**src/rtl/eth_rx_frame_ctrl.sv**
```systemverilog
// Ethernet RX frame sequencer: strips preamble/SFD, feeds the FCS checker,
// collects its CRC verdict and reports per-frame status and statistics.
module eth_rx_frame_ctrl #(
   parameter int unsigned PRE_MIN        = 6,
   parameter int unsigned PRE_MAX        = 7,
   parameter int unsigned MIN_LEN        = 64,
   parameter int unsigned MAX_LEN        = 1518,
   parameter int unsigned RESULT_TIMEOUT = 8
) (
   input  logic        aclk,
   input  logic        areset,
   input  logic [7:0]  rx_data,
   input  logic        rx_dv,
   output logic [7:0]  chk_data,
   output logic        chk_valid,
   output logic        chk_sfd_valid,
   input  logic        chk_crc_valid,
   input  logic        chk_crc_error,
   output logic        frame_done,
   output logic        frame_good,
   output logic [15:0] frame_len,
   output logic        err_crc,
   output logic        err_runt,
   output logic        err_giant,
   output logic        err_preamble,
   output logic        err_timeout,
   output logic        rx_overrun,
   output logic [15:0] stat_good_cnt,
   output logic [15:0] stat_bad_cnt
);

   localparam int unsigned LEN_W = 16;
   localparam int unsigned PRE_W = 4;
   localparam int unsigned TMR_W = $clog2(RESULT_TIMEOUT + 1);
   localparam logic [7:0]  PRE_BYTE = 8'h55;
   localparam logic [7:0]  SFD_BYTE = 8'hD5;

   typedef enum logic [2:0] {
      S_IDLE,
      S_PREAMBLE,
      S_DATA,
      S_WAIT_RESULT,
      S_COOLDOWN,
      S_DROP
   } state_t;

   state_t           state, state_d;
   logic             rx_dv_q;
   logic             rise;
   logic [PRE_W-1:0] pre_cnt, pre_cnt_d;
   logic [LEN_W-1:0] len_cnt, len_cnt_d;
   logic [TMR_W-1:0] tmr, tmr_d;
   logic             fwd;
   logic             report;
   logic             rep_crc, rep_runt, rep_giant, rep_pre, rep_tmo;
   logic             rep_any_err;
   logic [LEN_W-1:0] rep_len;
   logic             overrun;

   assign rise        = rx_dv & ~rx_dv_q;
   assign rep_any_err = rep_crc | rep_runt | rep_giant | rep_pre | rep_tmo;

   // Next-state, checker forwarding and report decode
   always_comb begin
      state_d   = state;
      pre_cnt_d = pre_cnt;
      len_cnt_d = len_cnt;
      tmr_d     = tmr;
      fwd       = 1'b0;
      report    = 1'b0;
      rep_crc   = 1'b0;
      rep_runt  = 1'b0;
      rep_giant = 1'b0;
      rep_pre   = 1'b0;
      rep_tmo   = 1'b0;
      rep_len   = len_cnt;
      overrun   = 1'b0;
      case (state)
         S_IDLE: begin
            if (rx_dv) begin
               // rx_dv already high without a rising edge means we joined mid-frame
               if (!rise) begin
                  state_d = S_DROP;
               end else if (rx_data == PRE_BYTE) begin
                  state_d   = S_PREAMBLE;
                  pre_cnt_d = PRE_W'(1);
               end else begin
                  state_d = S_DROP;
                  report  = 1'b1;
                  rep_pre = 1'b1;
                  rep_len = '0;
               end
            end
         end
         S_PREAMBLE: begin
            if (!rx_dv) begin
               state_d = S_IDLE;
               report  = 1'b1;
               rep_pre = 1'b1;
               rep_len = '0;
            end else if (rx_data == PRE_BYTE) begin
               if (pre_cnt != '1) pre_cnt_d = pre_cnt + 1'b1;
            end else if (rx_data == SFD_BYTE && pre_cnt >= PRE_W'(PRE_MIN)
                         && pre_cnt <= PRE_W'(PRE_MAX)) begin
               state_d   = S_DATA;
               len_cnt_d = '0;
            end else begin
               state_d = S_DROP;
               report  = 1'b1;
               rep_pre = 1'b1;
               rep_len = '0;
            end
         end
         S_DATA: begin
            if (rx_dv) begin
               fwd = 1'b1;
               if (len_cnt != '1) len_cnt_d = len_cnt + 1'b1;
            end else if (len_cnt == '0) begin
               state_d  = S_IDLE;
               report   = 1'b1;
               rep_runt = 1'b1;
            end else begin
               state_d = S_WAIT_RESULT;
               tmr_d   = '0;
            end
         end
         S_WAIT_RESULT: begin
            overrun = rise;
            if (chk_crc_valid || chk_crc_error) begin
               state_d   = S_COOLDOWN;
               report    = 1'b1;
               rep_crc   = chk_crc_error;
               rep_runt  = (len_cnt < LEN_W'(MIN_LEN));
               rep_giant = (len_cnt > LEN_W'(MAX_LEN));
            end else if (tmr == TMR_W'(RESULT_TIMEOUT - 1)) begin
               state_d = S_COOLDOWN;
               report  = 1'b1;
               rep_tmo = 1'b1;
            end else begin
               tmr_d = tmr + 1'b1;
            end
         end
         S_COOLDOWN: begin
            overrun = rise;
            // a frame that started while busy is skipped to its end
            state_d = rx_dv ? S_DROP : S_IDLE;
         end
         S_DROP: begin
            if (!rx_dv) state_d = S_IDLE;
         end
         default: state_d = S_IDLE;
      endcase
   end

   // State, counters and registered outputs
   always_ff @(posedge aclk) begin
      if (areset) begin
         state         <= S_IDLE;
         rx_dv_q       <= 1'b1;
         pre_cnt       <= '0;
         len_cnt       <= '0;
         tmr           <= '0;
         chk_data      <= '0;
         chk_valid     <= 1'b0;
         chk_sfd_valid <= 1'b0;
         frame_done    <= 1'b0;
         frame_good    <= 1'b0;
         frame_len     <= '0;
         err_crc       <= 1'b0;
         err_runt      <= 1'b0;
         err_giant     <= 1'b0;
         err_preamble  <= 1'b0;
         err_timeout   <= 1'b0;
         rx_overrun    <= 1'b0;
         stat_good_cnt <= '0;
         stat_bad_cnt  <= '0;
      end else begin
         state         <= state_d;
         rx_dv_q       <= rx_dv;
         pre_cnt       <= pre_cnt_d;
         len_cnt       <= len_cnt_d;
         tmr           <= tmr_d;
         chk_valid     <= fwd;
         chk_sfd_valid <= fwd && (len_cnt == '0);
         if (fwd) chk_data <= rx_data;
         frame_done    <= report;
         rx_overrun    <= overrun;
         if (report) begin
            frame_good   <= ~rep_any_err;
            frame_len    <= rep_len;
            err_crc      <= rep_crc;
            err_runt     <= rep_runt;
            err_giant    <= rep_giant;
            err_preamble <= rep_pre;
            err_timeout  <= rep_tmo;
            if (rep_any_err) begin
               if (stat_bad_cnt != '1) stat_bad_cnt <= stat_bad_cnt + 1'b1;
            end else begin
               if (stat_good_cnt != '1) stat_good_cnt <= stat_good_cnt + 1'b1;
            end
         end
      end
   end

   a_sfd_in_valid : assert property (@(posedge aclk) disable iff (areset)
      chk_sfd_valid |-> chk_valid);
   a_good_no_err : assert property (@(posedge aclk) disable iff (areset)
      frame_good |-> !(err_crc | err_runt | err_giant | err_preamble | err_timeout));

endmodule

```
**config.mk**
```make
export PLATFORM = sky130hd
export DESIGN_NAME = eth_rx_frame_ctrl
export DESIGN_NICKNAME = d
export VERILOG_FILES = /design/src/rtl/eth_rx_frame_ctrl.sv
export SDC_FILE = /design/constraint.sdc
export NUM_CORES = 1
export LEC_CHECK = 0
export CAP_MARGIN = 20
export CORE_AREA = 8 8 105 107
export DETAILED_ROUTE_END_ITERATION = 8
export DIE_AREA = 0 0 113 115
export GPL_ROUTABILITY_DRIVEN = 0
export PLACE_DENSITY = 0.75
export SYNTH_ARGS = -nofsm -noshare
export SYNTH_HDL_FRONTEND = slang
export SYNTH_SLANG_ARGS = --single-unit
```
**constraint.sdc**
```tcl
create_clock -name aclk -period 7.8 [get_ports aclk]
set_input_delay 0.78 -clock aclk [delete_from_list [all_inputs] [get_ports aclk]]
set_output_delay 0.78 -clock aclk [all_outputs]
set_load 0.02 [all_outputs]
```
==> flow_metrics.env <==
export IMPL_status="complete, no violations"
export IMPL_antenna_found_initial=0
export IMPL_synthCells=541
export IMPL_clk_pin_slew_ns=0.08
export IMPL_ant_nets=0
export IMPL_clock_sinks=94
export IMPL_fin_nets=623
export IMPL_skew_ns=0.0150
export IMPL_seq_area_frac_synth=0.410
export IMPL_die_area_mm2=0.0130
export IMPL_place_ws_ns=4.00
export IMPL_grt_usage=0.177
export IMPL_grt_pass1_wl_um=19300
export IMPL_startpoint_type="input port"
export IMPL_synth_compound_area_share=0.189
export IMPL_postCtsHoldBufs=0
export IMPL_max_clock_freq_mhz=286
export IMPL_root_buffer="clkbuf_8"
export IMPL_synthAdderAreaFrac=0.0191
export IMPL_max_cap_violations=0
export IMPL_final_core_utilization=0.592
export IMPL_cts_buffer_depth=2
export IMPL_gr_total_overflow=0
export IMPL_syn_nets=561
export IMPL_startpoint="rx_data[5]"
export IMPL_hold_class="reg2reg"
export IMPL_drtIter0Drc=221
export IMPL_hold_violations=0
export IMPL_synthXorXnorAreaFrac=0.0325
export IMPL_holdWs_ns=0.458
export IMPL_cts_tree="done"
export IMPL_setup_ws_ns=4.30
export IMPL_syn_area_per_cell_um2=8.48
export IMPL_cellPowerDensity_mw_per_mm2=176
export IMPL_ys_ff_latch=94
export IMPL_finalMaxSlewViolations=0
export IMPL_design_area_mm2=0.00560
export IMPL_die_h_um=115
export IMPL_synth_most_common_cell="dfxtp_1"
export IMPL_setup_tns_ns=0
export IMPL_yosys_warnings=0
export IMPL_syn_area_mm2=0.00459
export IMPL_endpoint_kind="register"
export IMPL_cts_resized_gates=0
export IMPL_wl_per_cell_um=15.7
export IMPL_fin_crit_ns=3.50
export IMPL_synthTopCellsByCount="dfxtp_1, nor2_1, a21oi_1"
export IMPL_first_global_vias=4046
export IMPL_synth_top_family_by_area="simple AND/OR/NAND/NOR gates"
export IMPL_grt_max_degree=76
export IMPL_netlist_area_leader_share=0.410
export IMPL_h_tree_depth=3
export IMPL_synth_simple_gate_area_frac=0.279
export IMPL_port_buffer_count=78
export IMPL_drive_gt1_frac=0.0741
export IMPL_wl_met1_um=4890
export IMPL_synth_top_cell_by_area="dfxtp_1"
export IMPL_setup_viol=0
export IMPL_vias_per_cell=5.90
export IMPL_yosys_most_used_dff="dfxtp_1"
export IMPL_cp_max_fo=35
export IMPL_vdd_drop_max_mv=0.0888
export IMPL_route_met2_wl_um=5470
export IMPL_async_flop_share=0
export IMPL_totalWireLength_um=11300
export IMPL_coreArea_mm2=0.00946
export IMPL_synth_edf_count=0
export IMPL_num_rows=36
export IMPL_syn_to_final_growth_pct=22.1
export IMPL_ioPinCount=79
export IMPL_synthTopCellsByArea="dfxtp_1, a21oi_1, nor2_1"
export IMPL_rsz0062_at_grt="false"
export IMPL_die_width_um=113
export IMPL_ys_types=55
export IMPL_drc=0
export IMPL_wl_met3_um=807
export IMPL_post_route_period_util=0.449
export IMPL_clk_latency_ns=0.36
export IMPL_start_util=0.485
export IMPL_n_antenna_cell=0
export IMPL_cts_setup_buffers=0
export IMPL_leakage_nw=1.91
export IMPL_critPathKind="in2reg"
export IMPL_worstPathArrival_ns=3.74
export IMPL_min_from="frame_good$_SDFFE_PP0P_"
export IMPL_required_ns=8.05
export IMPL_vias=4252
export IMPL_cts_buffers=9
export IMPL_tightestPinTransition_ns=0.943
export IMPL_dr_max_layer_used="met4"
export IMPL_postPlaceCellArea_mm2=0.00539
export IMPL_synthMuxAreaShare=0.0292
export IMPL_r2r_start="len_cnt[11]$_SDFFE_PP0P_"
export IMPL_max_slew_margin_rel=0.369
export IMPL_dr_pass1_iters=4
export IMPL_dp_hpwl_um=8020
==> cells in the final DEF, fill, tap and decap left out, drive strengths merged, types with 4 or more instances in the layout <==
| cell type | count |
|---|---|
| inv | 14 |
| a21oi | 46 |
| nor3 | 14 |
| and3 | 13 |
| dfxtp | 94 |
| o211ai | 7 |
| nand2 | 43 |
| clkdlybuf4s50 | 77 |
| or4 | 17 |
| clkbuf | 11 |
| o2111ai | 8 |
| a211oi | 4 |
| nand2b | 5 |
| or3 | 8 |
| nand4 | 11 |
| nand3 | 22 |
| nor4 | 10 |
| xor2 | 16 |
| nor2b | 12 |
| mux2 | 11 |
| o31ai | 13 |
| ha | 7 |
| buf | 6 |
| a22o | 16 |
| o21ai | 21 |
| or2 | 4 |
| nor2 | 54 |
==> registers in the layout (all words and copies together), names as in the netlist, 3 cells and up <==
name,flops
chk_data,8
tmr,4
len_cnt,16
stat_bad_cnt,16
frame_len,16
state,3
stat_good_cnt,16
pre_cnt,4
==> cell type report <==
cell class,count,area (um^2)
fillers,849,3850
multi-input cells,401,2520
flip-flops and latches,94,1880
repair buffers,84,818
well taps,114,143
clock buffers,10,138
clock inverters,5,58.8
inverters,13,48.8
==> worst max-delay path, cell delays in order <==
cell	delay (ns)
clkdlybuf4s50_1	0.41
and4bb_1	0.30
nor3b_1	0.62
o32ai_1	0.25
or4_4	0.65
nor4_1	0.36
mux2_2	0.36
==> where the power goes <==
part	internal [mW]	switching (mW)	leakage [nW]
Sequential	0.490	0.0207	0.758
Clock	0.156	0.172	0.0948
Combinational	0.0524	0.0955	1.06
==> through the flow <==
stage,std cells,power (mW)
2_1_floorplan,541,0.626
3_3_place_gp,703,0.661
3_5_place_dp,703,0.665
4_1_cts,718,0.991
5_1_grt,721,1.03
6_report,721,0.987
==> per-layer routing <==
metal	track usage	vias to the layer above
met5	0	-
met4	0.0577	0
met3	0.0546	18
met2	0.295	118
met1	0.215	2001
li1	-	2115
==> final timing paths <==
check / endpoint / slack, ns / depth (start not counted)
worst min-delay path: frame_good$_SDFFE_PP0P_ / 0.46 / 2
worst min register to register: frame_good$_SDFFE_PP0P_ / 0.46 / 2
worst max-delay path: stat_good_cnt[12]$_SDFFE_PP0P_ / 4.30 / 7
worst max register to register: frame_len[15]$_SDFFE_PP0P_ / 4.74 / 6
==> cell families (layout without fill, tap and decap cells) <==
kind of cell             after synthesis  after routing
XOR/XNOR                              17             17
AO/OA/AOI/OAI                        131            131
flip-flops                            94             94
multiplexers                          12             12
buffers and inverters                 46            112
AND/OR/NAND/NOR                      234            234
adder cells (fa/ha/maj)                7              7
Power figures use the tool's default switching activity.
